[config.mk]
export PLATFORM = sky130hd
export DESIGN_NAME = key_arbiter_flat
export DESIGN_NICKNAME = d
export VERILOG_FILES = /design/src/rtl/keyarb_pkg.sv /design/src/rtl/key_arbiter_if.sv /design/src/rtl/key_fifo.sv /design/src/rtl/key_arbiter.sv /design/src/flat_wrapper.sv
export SDC_FILE = /design/constraint.sdc
export NUM_CORES = 1
export LEC_CHECK = 0
export CORE_AREA = 4 4 86 88
export DETAILED_ROUTE_END_ITERATION = 10
export DIE_AREA = 0 0 90 92
export PLACE_DENSITY = 0.82
export SYNTH_ARGS = -nofsm -noshare
export SYNTH_HDL_FRONTEND = slang
export SYNTH_SLANG_ARGS = --single-unit
[constraint.sdc]
create_clock -name clock -period 4.5 [get_ports clock]
set_clock_uncertainty 0.05 [all_clocks]
set_input_delay 0.45 -clock clock [delete_from_list [all_inputs] [get_ports clock]]
set_output_delay 0.45 -clock clock [all_outputs]
set_load 0.1 [all_outputs]
[src/rtl/keyarb_pkg.sv]
// Shared types and constants for the key arbiter: injector states, lock
// owner encoding, scancode prefix bytes and wait-counter width.
package keyarb_pkg;

  localparam int CNT_W = 20;

  localparam logic [7:0] PFX_EXT = 8'hE0;
  localparam logic [7:0] PFX_BRK = 8'hF0;

  typedef enum logic [2:0] {
    IDLE,
    MK_PFX,
    MK_CODE,
    HOLD,
    BK_PFX,
    BK_F0,
    BK_CODE,
    GAP
  } inj_state_t;

  typedef enum logic [1:0] {
    LOCK_NONE,
    LOCK_PS2,
    LOCK_INJ
  } lock_t;

  // Only E0 and F0 continue a sequence; every other byte (E1 included) ends it.
  function automatic logic is_prefix(input logic [7:0] b);
    return (b == PFX_EXT) || (b == PFX_BRK);
  endfunction

endpackage

[src/rtl/key_arbiter_if.sv]
// Handshake bundle between the PS/2 receiver, the key injector and the
// keyboard-matrix side of the arbiter.
interface key_arbiter_if;
  logic       ps2_strb;
  logic [7:0] ps2_code;
  logic       inj_valid;
  logic [7:0] inj_code;
  logic       inj_ext;
  logic       inj_ready;
  logic       strb;
  logic [7:0] code;
  logic       ovf;

  // Source side: drives PS/2 bytes and injector requests.
  modport master (
    output ps2_strb, ps2_code, inj_valid, inj_code, inj_ext,
    input  inj_ready, strb, code, ovf
  );

  // Arbiter side.
  modport slave (
    input  ps2_strb, ps2_code, inj_valid, inj_code, inj_ext,
    output inj_ready, strb, code, ovf
  );
endinterface

[src/rtl/key_fifo.sv]
// Small power-of-two byte FIFO buffering PS/2 scancodes. A write while full
// is still taken when a read happens in the same cycle.
module key_fifo #(
  parameter int DEPTH  = 4,
  parameter int DATA_W = 8
) (
  input  logic              clk,
  input  logic              rst,
  input  logic              i_wr,
  input  logic [DATA_W-1:0] i_wdata,
  input  logic              i_rd,
  output logic [DATA_W-1:0] o_rdata,
  output logic              o_full,
  output logic              o_empty
);
  localparam int AW = (DEPTH > 1) ? $clog2(DEPTH) : 1;

  logic [DATA_W-1:0] r_mem [DEPTH];
  logic [AW-1:0]     r_wr_ptr;
  logic [AW-1:0]     r_rd_ptr;
  logic [AW:0]       r_count;
  logic              w_do_wr;
  logic              w_do_rd;

  assign o_empty = (r_count == '0);
  assign o_full  = (r_count == (AW+1)'(DEPTH));
  assign o_rdata = r_mem[r_rd_ptr];
  assign w_do_rd = i_rd && !o_empty;
  assign w_do_wr = i_wr && (!o_full || w_do_rd);

  // Pointer and occupancy bookkeeping.
  always_ff @(posedge clk or posedge rst) begin
    if (rst) begin
      r_wr_ptr <= '0;
      r_rd_ptr <= '0;
      r_count  <= '0;
    end else begin
      if (w_do_wr) r_wr_ptr <= r_wr_ptr + 1'b1;
      if (w_do_rd) r_rd_ptr <= r_rd_ptr + 1'b1;
      case ({w_do_wr, w_do_rd})
        2'b10:   r_count <= r_count + 1'b1;
        2'b01:   r_count <= r_count - 1'b1;
        default: ;
      endcase
    end
  end

  // Storage array, data only.
  always_ff @(posedge clk) begin
    if (w_do_wr) r_mem[r_wr_ptr] <= i_wdata;
  end

endmodule

[src/rtl/key_arbiter.sv]
// Merges PS/2 scancodes and injected make/break sequences into a single
// strobed byte stream for the keyboard matrix. A lock keeps prefixed
// sequences (E0 xx, F0 xx, E0 F0 xx) from one source contiguous.
module key_arbiter
  import keyarb_pkg::*;
#(
  parameter int HOLD_CYCLES = 200000,
  parameter int GAP_CYCLES  = 200000,
  parameter int FIFO_DEPTH  = 4
) (
  input  logic         clock,
  input  logic         reset,
  key_arbiter_if.slave bus
);
  // Make-to-break spacing is measured strobe to strobe; the break's first
  // emit cycle completes the interval, so the wait state spans one fewer.
  localparam logic [CNT_W-1:0] HOLD_LOAD =
    (HOLD_CYCLES > 1) ? CNT_W'(HOLD_CYCLES - 1) : CNT_W'(1);
  // Gap is measured from the final break strobe to inj_ready rising.
  localparam logic [CNT_W-1:0] GAP_LOAD =
    (GAP_CYCLES > 1) ? CNT_W'(GAP_CYCLES) : CNT_W'(1);

  inj_state_t       r_state;
  lock_t            r_lock;
  logic [CNT_W-1:0] r_cnt;
  logic [7:0]       r_code_lat;
  logic             r_ext_lat;
  logic             r_inj_ready;
  logic             r_strb;
  logic [7:0]       r_code;
  logic             r_ovf;

  logic [7:0]       w_fifo_rdata;
  logic             w_fifo_full;
  logic             w_fifo_empty;
  logic             w_fifo_req;
  logic             w_fifo_gnt;
  logic             w_inj_req;
  logic             w_inj_gnt;
  logic [7:0]       w_inj_byte;
  logic             w_emit;
  logic [7:0]       w_emit_byte;
  logic             w_drop;

  key_fifo #(
    .DEPTH  (FIFO_DEPTH),
    .DATA_W (8)
  ) u_fifo (
    .clk     (clock),
    .rst     (reset),
    .i_wr    (bus.ps2_strb),
    .i_wdata (bus.ps2_code),
    .i_rd    (w_fifo_gnt),
    .o_rdata (w_fifo_rdata),
    .o_full  (w_fifo_full),
    .o_empty (w_fifo_empty)
  );

  assign w_drop = bus.ps2_strb && w_fifo_full && !w_fifo_gnt;

  // Pick the byte the injector wants to send now and decide who emits.
  // In IDLE a valid request bids with its first byte so an accepted
  // injection reaches the matrix on the very next cycle.
  always_comb begin
    w_inj_req  = 1'b0;
    w_inj_byte = r_code_lat;
    case (r_state)
      IDLE: begin
        w_inj_req  = bus.inj_valid;
        w_inj_byte = bus.inj_ext ? PFX_EXT : bus.inj_code;
      end
      MK_PFX, BK_PFX: begin
        w_inj_req  = 1'b1;
        w_inj_byte = PFX_EXT;
      end
      MK_CODE, BK_CODE: begin
        w_inj_req  = 1'b1;
        w_inj_byte = r_code_lat;
      end
      BK_F0: begin
        w_inj_req  = 1'b1;
        w_inj_byte = PFX_BRK;
      end
      default: ;
    endcase

    w_fifo_req  = !w_fifo_empty;
    w_fifo_gnt  = w_fifo_req && (r_lock != LOCK_INJ);
    w_inj_gnt   = w_inj_req &&
                  ((r_lock == LOCK_INJ) || ((r_lock == LOCK_NONE) && !w_fifo_req));
    w_emit      = w_fifo_gnt || w_inj_gnt;
    w_emit_byte = w_fifo_gnt ? w_fifo_rdata : w_inj_byte;
  end

  // Registered matrix strobe/byte, sequence lock and sticky overflow flag.
  always_ff @(posedge clock or posedge reset) begin
    if (reset) begin
      r_strb <= 1'b0;
      r_code <= 8'h00;
      r_lock <= LOCK_NONE;
      r_ovf  <= 1'b0;
    end else begin
      r_strb <= w_emit;
      if (w_emit) begin
        r_code <= w_emit_byte;
        if (is_prefix(w_emit_byte))
          r_lock <= w_fifo_gnt ? LOCK_PS2 : LOCK_INJ;
        else
          r_lock <= LOCK_NONE;
      end
      if (w_drop) r_ovf <= 1'b1;
    end
  end

  // Capture the injected key at accept; later input changes are ignored.
  always_ff @(posedge clock) begin
    if ((r_state == IDLE) && bus.inj_valid) begin
      r_code_lat <= bus.inj_code;
      r_ext_lat  <= bus.inj_ext;
    end
  end

  // Injector sequencer: make, hold, break, gap. Emit states advance only
  // on a won arbitration; wait states count down a counter loaded on entry.
  always_ff @(posedge clock or posedge reset) begin
    if (reset) begin
      r_state     <= IDLE;
      r_cnt       <= '0;
      r_inj_ready <= 1'b1;
    end else begin
      case (r_state)
        IDLE: begin
          if (bus.inj_valid) begin
            r_inj_ready <= 1'b0;
            if (w_inj_gnt) begin
              if (bus.inj_ext) begin
                r_state <= MK_CODE;
              end else begin
                r_state <= HOLD;
                r_cnt   <= HOLD_LOAD;
              end
            end else begin
              r_state <= bus.inj_ext ? MK_PFX : MK_CODE;
            end
          end
        end
        MK_PFX: begin
          if (w_inj_gnt) r_state <= MK_CODE;
        end
        MK_CODE: begin
          if (w_inj_gnt) begin
            r_state <= HOLD;
            r_cnt   <= HOLD_LOAD;
          end
        end
        HOLD: begin
          if (r_cnt <= CNT_W'(1)) begin
            r_cnt   <= '0;
            r_state <= r_ext_lat ? BK_PFX : BK_F0;
          end else begin
            r_cnt <= r_cnt - 1'b1;
          end
        end
        BK_PFX: begin
          if (w_inj_gnt) r_state <= BK_F0;
        end
        BK_F0: begin
          if (w_inj_gnt) r_state <= BK_CODE;
        end
        BK_CODE: begin
          if (w_inj_gnt) begin
            r_state <= GAP;
            r_cnt   <= GAP_LOAD;
          end
        end
        GAP: begin
          if (r_cnt <= CNT_W'(1)) begin
            r_cnt       <= '0;
            r_state     <= IDLE;
            r_inj_ready <= 1'b1;
          end else begin
            r_cnt <= r_cnt - 1'b1;
          end
        end
        default: begin
          r_state     <= IDLE;
          r_inj_ready <= 1'b1;
        end
      endcase
    end
  end

  assign bus.inj_ready = r_inj_ready;
  assign bus.strb      = r_strb;
  assign bus.code      = r_code;
  assign bus.ovf       = r_ovf;

endmodule
[src/flat_wrapper.sv]
// flat-port wrapper written by rule: the top's interface ports become plain ports
module key_arbiter_flat import keyarb_pkg::*;
#(
  parameter int HOLD_CYCLES = 200000,
  parameter int GAP_CYCLES  = 200000,
  parameter int FIFO_DEPTH  = 4
)
  (clock, reset, bus_ps2_strb, bus_ps2_code, bus_inj_valid, bus_inj_code, bus_inj_ext, bus_inj_ready, bus_strb, bus_code, bus_ovf);
  key_arbiter_if bus_i ();
  input  logic clock;
  input  logic reset;
  input wire logic [$bits(bus_i.ps2_strb)-1:0] bus_ps2_strb;
  input wire logic [$bits(bus_i.ps2_code)-1:0] bus_ps2_code;
  input wire logic [$bits(bus_i.inj_valid)-1:0] bus_inj_valid;
  input wire logic [$bits(bus_i.inj_code)-1:0] bus_inj_code;
  input wire logic [$bits(bus_i.inj_ext)-1:0] bus_inj_ext;
  output wire logic [$bits(bus_i.inj_ready)-1:0] bus_inj_ready;
  output wire logic [$bits(bus_i.strb)-1:0] bus_strb;
  output wire logic [$bits(bus_i.code)-1:0] bus_code;
  output wire logic [$bits(bus_i.ovf)-1:0] bus_ovf;
  assign bus_i.ps2_strb = bus_ps2_strb;
  assign bus_i.ps2_code = bus_ps2_code;
  assign bus_i.inj_valid = bus_inj_valid;
  assign bus_i.inj_code = bus_inj_code;
  assign bus_i.inj_ext = bus_inj_ext;
  assign bus_inj_ready = bus_i.inj_ready;
  assign bus_strb = bus_i.strb;
  assign bus_code = bus_i.code;
  assign bus_ovf = bus_i.ovf;
  key_arbiter #(.HOLD_CYCLES(HOLD_CYCLES), .GAP_CYCLES(GAP_CYCLES), .FIFO_DEPTH(FIFO_DEPTH)) u_core (.clock(clock), .reset(reset), .bus(bus_i));
endmodule
# [Word-level counts from Yosys, hierarchy flattened]
# Memory sizes are Yosys's and may differ from the RTL's.
# Cells that the tools add are included.
[classes] add_sub_neg=5 mux=32 n_eq_ne=24 reduce_logical=27 n_lt_le_gt_ge=1
[op_table] cell="2-to-1 mux 20 bit" count=6
[op_table] cell="case mux 20 bit (4 select lines)" count=1
[op_table] cell="2-to-1 mux 3 bit" count=9
[op_table] cell="case mux 3 bit (8 select lines)" count=1
[op_table] cell="case mux 8 bit (3 select lines)" count=1
[op_table] cell="<= comparator 20 x 1 -> 1 bit (second input constant)" count=1
[op_table] cell="subtractor 20 x 1 -> 20 bit (second input constant)" count=1
[op_table] cell="== test 8 bit (second input constant)" count=2
[op_table] cell="2-to-1 mux 8 bit" count=2
[op_table] cell="inequality test 2 x 1 -> 1 bit (second input constant)" count=8
[op_table] cell="== test 3 bit (second input constant)" count=5
[op_table] cell="logical AND 1 bit" count=8
[op_table] cell="AND reduction 8 bit" count=1
[op_table] cell="== test 3 x 2 -> 1 bit (second input constant)" count=2
[op_table] cell="logical NOT 3 bit" count=2
[op_table] cell="2-to-1 mux 1 bit" count=6
[op_table] cell="2-to-1 mux 2 bit" count=3
[op_table] cell="inequality test 2 bit (second input constant)" count=3
[op_table] cell="case mux 3 bit (2 select lines)" count=1
[op_table] cell="AND reduction 6 bit" count=1
[op_table] cell="OR reduction 5 bit" count=1
[op_table] cell="adder 2 x 1 -> 2 bit (second input constant)" count=2
[op_table] cell="== test 2 bit (second input constant)" count=2
[op_table] cell="logical OR 1 bit" count=4
[op_table] cell="other kinds (11)" count=16
[totals] ramBits=32 input_bits=21 output_inout_bits=11 reg_bits=52 n_memories=1
[memory_table] name="u_core.u_fifo.r_mem" depth=4 word_bits=8 read_ports=1 rd_ports_with_merged_regs=0 write_ports=1 line="key_fifo.sv:18" source="logic [DATA_W-1:0] r_mem [DEPTH];"

# [Longest topological paths before layout]
# Gate-level depths: netlist (run 1).
[logic_depth] depth_word=8 depth_mapped=10 depth_no_buf=10

# [Cells and area by module]
# A second synthesis (run 1) with hierarchy kept.
[unflattened] hier_cells=349 area_unflattened_um2=4093.9
[by_module_without_submodules] mod="key_arbiter" instances=1 area_per_inst_um2=2419.8 cells_each=253 seq_area_each_um2=1172.4
[by_module_without_submodules] mod="key_fifo" instances=1 area_per_inst_um2=1674.1 cells_each=96 seq_area_each_um2=1136.1

# [Worst setup path before layout (run 1)]
# OpenSTA, ideal clock, no wires.
[synth_path] kind="register to register" startpoint="register u_core.r_cnt[4]" endpoint="register u_core.r_cnt[19]" path_stages_with_launch=7 slack_ns=2.114 arrival_time_ns=2.249 path_buffers=1 required_time_ns=4.363 setup_ns=0.087 path_cell_list="dfrtp_1 or3_1 buf_2 or4_4 or3_1 or4_1 o211ai_1"
[synth_via] elab_chain_cells=3 elab_cells_between_ends=4 cone_classes="add/sub: 1; order compare: 1; mux: 2"
[synth_lines] item="start: declaration" line="key_arbiter.sv:25" source="logic [CNT_W-1:0] r_cnt;"
[synth_lines] item="start signal: assignment" line="key_arbiter.sv:161" source="r_cnt <= r_cnt - 1'b1;"
[synth_lines] item="start signal: assignment" line="key_arbiter.sv:182" source="r_cnt <= r_cnt - 1'b1;"
[synth_lines] item="subtractor 20 x 1 -> 20 bit / <= comparator 20 x 1 -> 1 bit (equally long branches)"
[synth_lines] item="2-to-1 mux 20 bit (*)" line="key_arbiter.sv:157, key_arbiter.sv:177"
[synth_lines] item="case mux 20 bit (4 select lines) (*)" line="key_arbiter.sv:131" source="case (r_state)"
# Every way passes the cells marked *; elsewhere a longest branch is shown, timed or not.
# A chain may end at the register's enable or synchronous reset.

# [Worst setup path in the final report (run 1)]
[layout_path] startpoint="register u_core.u_fifo.r_count[0]" endpoint="register u_core.r_cnt[2]"
[layout_via] elab_chain_cells=6 elab_cells_between_ends=8 cone_classes="eq/ne: 3; reduce/logical: 5"
[layout_lines] item="start: declaration" line="key_fifo.sv:21" source="logic [AW:0] r_count;"
[layout_lines] item="start signal: assignment" line="key_fifo.sv:41" source="2'b10: r_count <= r_count + 1'b1;"
[layout_lines] item="start signal: assignment" line="key_fifo.sv:42" source="2'b01: r_count <= r_count - 1'b1;"
[layout_lines] item="logical NOT 3 bit (*)" line="key_fifo.sv:25" source="assign o_empty = (r_count == '0);"
[layout_lines] item="logical AND 1 bit (*)" line="key_arbiter.sv:90" source="((r_lock == LOCK_INJ) || ((r_lock == LOCK_NONE) && !w_fifo_req));"
[layout_lines] item="logical OR 1 bit (*)" line="key_arbiter.sv:90"
[layout_lines] item="logical AND 1 bit (*)" line="key_arbiter.sv:89" source="w_inj_gnt = w_inj_req &&"
[layout_lines] item="inequality test 2 x 1 -> 1 bit (no line)"
[layout_lines] item="AND reduction 6 bit (no line) (*)"
# Marks and branches as above.

==> qor.yml, run 1 <==
status: "completed"
min-delay-start: "u_core.r_cnt[18]"
hold_viol_final: 0
reg2reg_slack_ns: 1.93
rows: 30
clkSinkCount: 84
met1Wirelength_um: 3560
total_power_uw: 3130
synth_top_cell_by_area: "edfxtp_1"
maxCapViolCount: 0
drtAntennaViolNets: 0
wl_met3_um: 416
end_kind: "flip-flop"
nets: 406
insertion_delay_ns: 0.37
crit_required_ns: 4.69
synth_area_per_cell_um2: 11.6
synthFlopType: "dfrtp_1"
postCtsSetupRepairBufs: 0
vias_per_cell: 6.12
worstHoldPathCells: 1
synth_cell_types: 54
slew_viol_final: 0
io_buffer_count: 31
crit_type: "reg -> reg"
dieArea_mm2: 0.00828
cts.clk_slew.worst_paths_ns: 0.10
ys_ff_latch: 84
fin_setup_tns_ns: 0
synthesis.instances: 345
grt_pass1_wl_um: 13600
netlist.area_leader.share_pct: 30.8
grt_max_degree: 44
crit_family: "compound AO/OA/AOI/OAI gates"
p_per_area_mw_per_mm2: 685
fin_util_pct: 68.9
drc: 0
cts_hold_buf: 0
drt_pass1_iterations: 4
vdd_drop_max_uv: 418
max_slew.worst_pin.slew_ns: 1.00
top_layer: "met4"
dp_hpwl_um: 5500
drt-initial-drc-count: 186
cp-start-kind: "flip-flop"
leakagePower_uw: 0.00182
syn2layout_area_growth_pct: 14.5
num_antenna_cells: 0
finalSetupViolations: 0
htree_levels: 3
slew_headroom_pct: 33.1
die_h_um: 92
netlist_area_mm2: 0.00400
nFillCells: 467
crit_arrival_ns: 2.76
synth-edff-count: 41
layout-drive-gt1-share_pct: 9.97
fin_crit_sh_pct: 57.1
gp_congestion: 0.862
synth_warnings: 0
crit_path_cell_trace: "nor4_1, nor2_1, o21ai_0, a21oi_1, o2bb2a_1"
via_count: 2822
ff2ff_path_depth: 5
holdPathEnd: "u_core.r_cnt[18]"
worst-path-buf-inv: 0
yosysSeqAreaShare_pct: 57.8
cts_tree: "done"
rsz0062_at_grt: "false"
slowest_stage: "o21ai_0"
cts_buffer_depth: 2
grt-ovfl-total: 0
cp_max_fo: 10
fmax_mhz: 389
post_cts_resized: 0
routedWlPerCell_um: 17.2
antenna_found_initial: 0
synthArstFlopShare_pct: 51.2
syn_nets: 375
final_common_cell: "dfrtp_1"
yosys-top-cells-area: "edfxtp_1, dfrtp_1, mux4_2, nand2_1, a21oi_1"
max_stage_delay_ns: 0.81
initial_utilization_pct: 60.2
io_pins: 32
die_w_um: 90
hp-class: "reg -> reg"
grtUsageTotal_pct: 21.0
crit_path_start: "u_core.u_fifo.r_count[0]"
final.min_clock_period_ns: 2.57
grt_pass1_vias: 2822
reg2reg_from: "u_core.u_fifo.r_count[0]"
fp.coreArea_mm2: 0.00664
cts-root-buf: "clkbuf_8"
wl_met2_um: 3820
cts_buffers: 9
final_cell_mix: "dfrtp_1, edfxtp_1, nand2_1, clkdlybuf4s50_1, a21oi_1"
rr_endpoint: "u_core.r_cnt[2]"
wl_um: 7910
[worst max path at each step]
| stage | endpoint | slack (ns) | cells past startpoint |
|---|---|---|---|
| floorplan | u_core.r_cnt[19] | 2.11 | 6 |
| global placement | u_core.bus.code[7] | 1.99 | 6 |
| detailed placement | u_core.bus.code[7] | 1.94 | 6 |
| CTS | bus_inj_ready | 1.94 | 1 |
| global route | u_core.r_cnt[5] | 1.65 | 5 |
| finish | u_core.r_cnt[2] | 1.93 | 5 |
[metrics by stage]
step                      instance area, um2  hold slack (ns)  worst slack (ns)  instances
final                                   4570            0.438              1.93        461
after CTS                               4570            0.439              1.94        461
after global placement                  4370            0.416              1.99        445
after floorplan                         4000            0.396              2.11        345
after detailed placement                4370            0.425              1.94        445
after global routing                    4570            0.466              1.65        461
[cells in the mapped netlist (5+ instances only)]
cell and count:
inv_1 22, ha_1 8, or3_1 6, clkbuf_1 12, a31oi_1 10, a21oi_1 24, mux4_2 8, and2_1 5
nor2_1 17, o21ai_0 22, mux2i_1 5, edfxtp_1 41, or4_1 6, dfrtp_1 42, nor3_1 8, nand2_1 37
[registers in the layout, indices dropped and copies added, names as in the netlist]
name	cells
u_core.r_cnt	20
u_core.u_fifo.r_mem	32
u_core.bus.strb	1
u_core.bus.code	8
u_core.bus.ovf	1
u_core.r_ext_lat	1
u_core.u_fifo.r_count	3
u_core.u_fifo.r_rd_ptr	2
u_core.u_fifo.r_wr_ptr	2
u_core.bus.inj_ready	1
u_core.r_state	3
u_core.r_lock	2
u_core.r_code_lat	8
[per-layer routing]
layer  GRT usage [%]  vias up
li1                -     1346
met1            28.1     1398
met2            33.4       66
met3            5.99       12
met4            6.89        0
met5               0        -
[cell type report]
cell class	instances	area [um2]	area share (%)
clock buffers	9	124	2.71
clock inverters	7	76.3	1.67
inverters	23	86.3	1.89
flip-flops and latches	84	2310	50.5
well taps	80	100	2.19
multi-input cells	224	1550	33.8
repair buffers	34	333	7.28
[report_power, final]
group          switching (uW)  internal, uW  total (uW)  leakage (uW)
Sequential                215          1030        1250      0.000882
Combinational             852           499        1350      0.000834
Clock                     316           220         536      0.000103
[kinds of logic after synthesis]
family          Yosys count  share of synthesized area (%)
flops                    84                           57.8
compound gates           87                           14.0
fa+ha+maj                 9                           3.01
simple gates            106                           13.8
buf+inv                  37                           3.54
xor+xnor                  7                           1.53
mux                      15                           6.32
Power figures use the tool's default switching activity.
==> run 2: changes to the inputs <==
--- a/config.mk
+++ b/config.mk
@@ -5,10 +5,10 @@
 export SDC_FILE = /design/constraint.sdc
 export NUM_CORES = 1
 export LEC_CHECK = 0
-export CORE_AREA = 4 4 86 88
+export CORE_AREA = 4 4 93 95
 export DETAILED_ROUTE_END_ITERATION = 10
-export DIE_AREA = 0 0 90 92
-export PLACE_DENSITY = 0.82
+export DIE_AREA = 0 0 97 99
+export PLACE_DENSITY = 0.74
 export SYNTH_ARGS = -nofsm -noshare
 export SYNTH_HDL_FRONTEND = slang
 export SYNTH_SLANG_ARGS = --single-unit
==> constraint.sdc (replaced) <==
create_clock -name clock -period 2.16 [get_ports clock]
set_clock_uncertainty 0.05 [all_clocks]
set_input_delay 0.216 -clock clock [delete_from_list [all_inputs] [get_ports clock]]
set_output_delay 0.216 -clock clock [all_outputs]
set_load 0.1 [all_outputs]
==> qor.yml, run 2 (synthesis results as in run 1) <==
drt-initial-drc-count: 185  # -0.54%
cts_tree: "done"
cp_max_fo: 3  # -7
max_slew.worst_pin.slew_ns: 0.551  # -0.450 ns
routedWlPerCell_um: 16.7  # -2.7%
layout-drive-gt1-share_pct: 27.8  # +18 points
dp_hpwl_um: 6150  # +12%
reg_top3: "u_core.u_fifo.r_mem (32), u_core.r_cnt (20)"
largest_reg_flops: 32  # unchanged
multiInputGateArea_mm2: 0.00164  # +5.8%
status: "complete, but fails checks"
via_count: 2992  # +6.0%
ff2ff_path_depth: 5  # unchanged
p_per_area_mw_per_mm2: 1410  # +110%
grt_pass1_wl_um: 14600  # +6.9%
grt_pass1_vias: 2987  # +5.8%
clkSinkCount: 84  # unchanged
maxCapViolCount: 0  # unchanged
slowest_stage: "or4_4"
reg2reg_slack_ns: -0.23  # -2.16 ns
htree_levels: 3  # unchanged
grtUsageTotal_pct: 18.8  # -2.2 points
top_register: "u_core.u_fifo.r_mem"
vdd_drop_max_uv: 822  # +97%
dieArea_mm2: 0.00960  # +16%
cts_buffers: 9  # unchanged
cp-endpoint: "u_core.r_cnt[19]"
finalSetupViolations: 1  # +1
vias_per_cell: 5.60  # -8.5%
cts_hold_buf: 0  # unchanged
io_buffer_count: 31  # unchanged
crit_type: "reg -> reg"
rows: 32  # +6.7%
end_kind: "flip-flop"
crit_path_start: "u_core.r_cnt[0]"
hold_viol_final: 0  # unchanged
crit_arrival_ns: 2.62  # -0.14 ns
fmax_mhz: 418  # +7.4%
fin_cells: 534  # +16%
cts.clk_slew.worst_paths_ns: 0.09  # about the same
nFillCells: 578  # +24%
num_antenna_cells: 0  # unchanged
antenna_found_initial: 0  # unchanged
final_common_cell: "buf_4"
die_w_um: 97  # +7.8%
final.min_clock_period_ns: 2.39  # -0.177 ns
fin_ws_ns: -0.234  # -2.16 ns
syn2layout_area_growth_pct: 27.3
reg2reg_from: "u_core.r_cnt[0]"
fp.coreArea_mm2: 0.00773  # +16%
drc: 0  # unchanged
rr_endpoint: "u_core.r_cnt[19]"
grt_max_degree: 31  # -30%
slew_headroom_pct: 63.1  # +30 points
insertion_delay_ns: 0.36  # about the same
crit_path_cell_trace: "or4_4, or4_4, or3_4, or4_1, o211ai_1"
crit_required_ns: 2.38  # -2.31 ns
total_power_uw: 7170  # +130%
fin_setup_tns_ns: -0.234  # -0.234 ns
rsz0062_at_grt: "true"
max_stage_delay_ns: 0.54  # -0.27 ns
io_pins: 32  # unchanged
dpl.cell_count: 514  # +16%
drtAntennaViolNets: 0  # unchanged
leakagePower_uw: 0.00209  # +15%
slew_viol_final: 0  # unchanged
cp-start-kind: "flip-flop"
violations: "setup timing"
cts_buffer_depth: 2  # unchanged
wl_um: 8910  # +13%
nets: 457  # +13%
gp_congestion: 0.828  # -3.9%
hp-class: "in -> async"
fin_crit_sh_pct: 111  # +54 points
grt-ovfl-total: 0  # unchanged
die_h_um: 99  # +7.6%
cts-root-buf: "clkbuf_8"
initial_utilization_pct: 51.7  # -8.4 points
crit_top_cell: "or4_4"
drt_pass1_iterations: 6  # +2
seq_area_mm2: 0.00231  # +0.22%
final_cell_mix: "buf_4, edfxtp_1, dfrtp_1, nand2_1, a21oi_1"
## run 2: cell types whose count changed in the layout (fill, tap and decap cells not counted), sizes merged
cell and change:
clkinv -3, clkdlybuf4s50 -11, bufinv +1, clkinvlp +2, buf +62
## run 2: per-stage QoR
| step | util (%) | worst slack [ns] | area [um2] | hold slack (ns) |
|---|---|---|---|---|
| 6_report | 65.8 | -0.234 | 5090 | 0.0933 |
| 5_1_grt | 65.8 | -0.299 | 5090 | 0.117 |
| 4_1_cts | 64.5 | -0.240 | 4980 | 0.102 |
| 3_5_place_dp | 61.4 | -0.235 | 4740 | 0.421 |
| 3_3_place_gp | 61.4 | -0.185 | 4740 | 0.416 |
| 2_1_floorplan | - | -0.226 | 4000 | 0.265 |
## run 2: repair_timing
action | CTS | global route
buffers inserted | 0 | 4
pin swaps | 0 | 3
gates resized for setup | 6 | 20
gates cloned | 0 | 0
endpoints found under the setup margin | 3 | 12
## run 2: area by class of cell
cell class,count,share of cell area [%]
Sequential cell,84,45.5
Multi-Input combinational cell,224,32.2
Tap cell,102,2.51
Clock buffer,9,2.44
Timing Repair Buffer,85,13.8
Clock inverter,7,1.85
Inverter,23,1.77
## run 2: worst min-delay path by stage
| stage | cells after the start | to | slack (ns) | start |
|---|---|---|---|---|
| after global placement | 1 | u_core.r_cnt[18] | 0.42 | u_core.r_cnt[18] |
| after CTS | 2 | u_core.r_cnt[7] | 0.10 | reset |
| after floorplan | 0 | u_core.r_code_lat[0] | 0.26 | bus_inj_code[0] |
| after global routing | 2 | u_core.r_cnt[9] | 0.12 | reset |
| after detailed placement | 2 | u_core.bus.code[3] | 0.42 | u_core.bus.code[3] |
| final | 2 | u_core.r_cnt[7] | 0.09 | reset |
## run 2: critical path: cells and delay by family, from the launching register on
kind,cells,cell delay [ns]
AND/OR/NAND/NOR,4,1.72
flip-flops,1,0.39
AO/OA/AOI/OAI,1,0.17
## run 2: report_power, final
group / total, uW / switching, uW / internal, uW
registers: 2530 / 377 / 2150
logic: 3420 / 2020 / 1400
clock network: 1220 / 649 / 569
## run 2: layer usage
layer | part of all wire, % | vias up | track usage (%)
met5 | 0 | - | 0
met4 | 0.64 | 0 | 5.18
met3 | 3.5 | 4 | 4.03
met2 | 51 | 47 | 31.7
met1 | 45 | 1489 | 24.8
li1 | - | 1452 | -
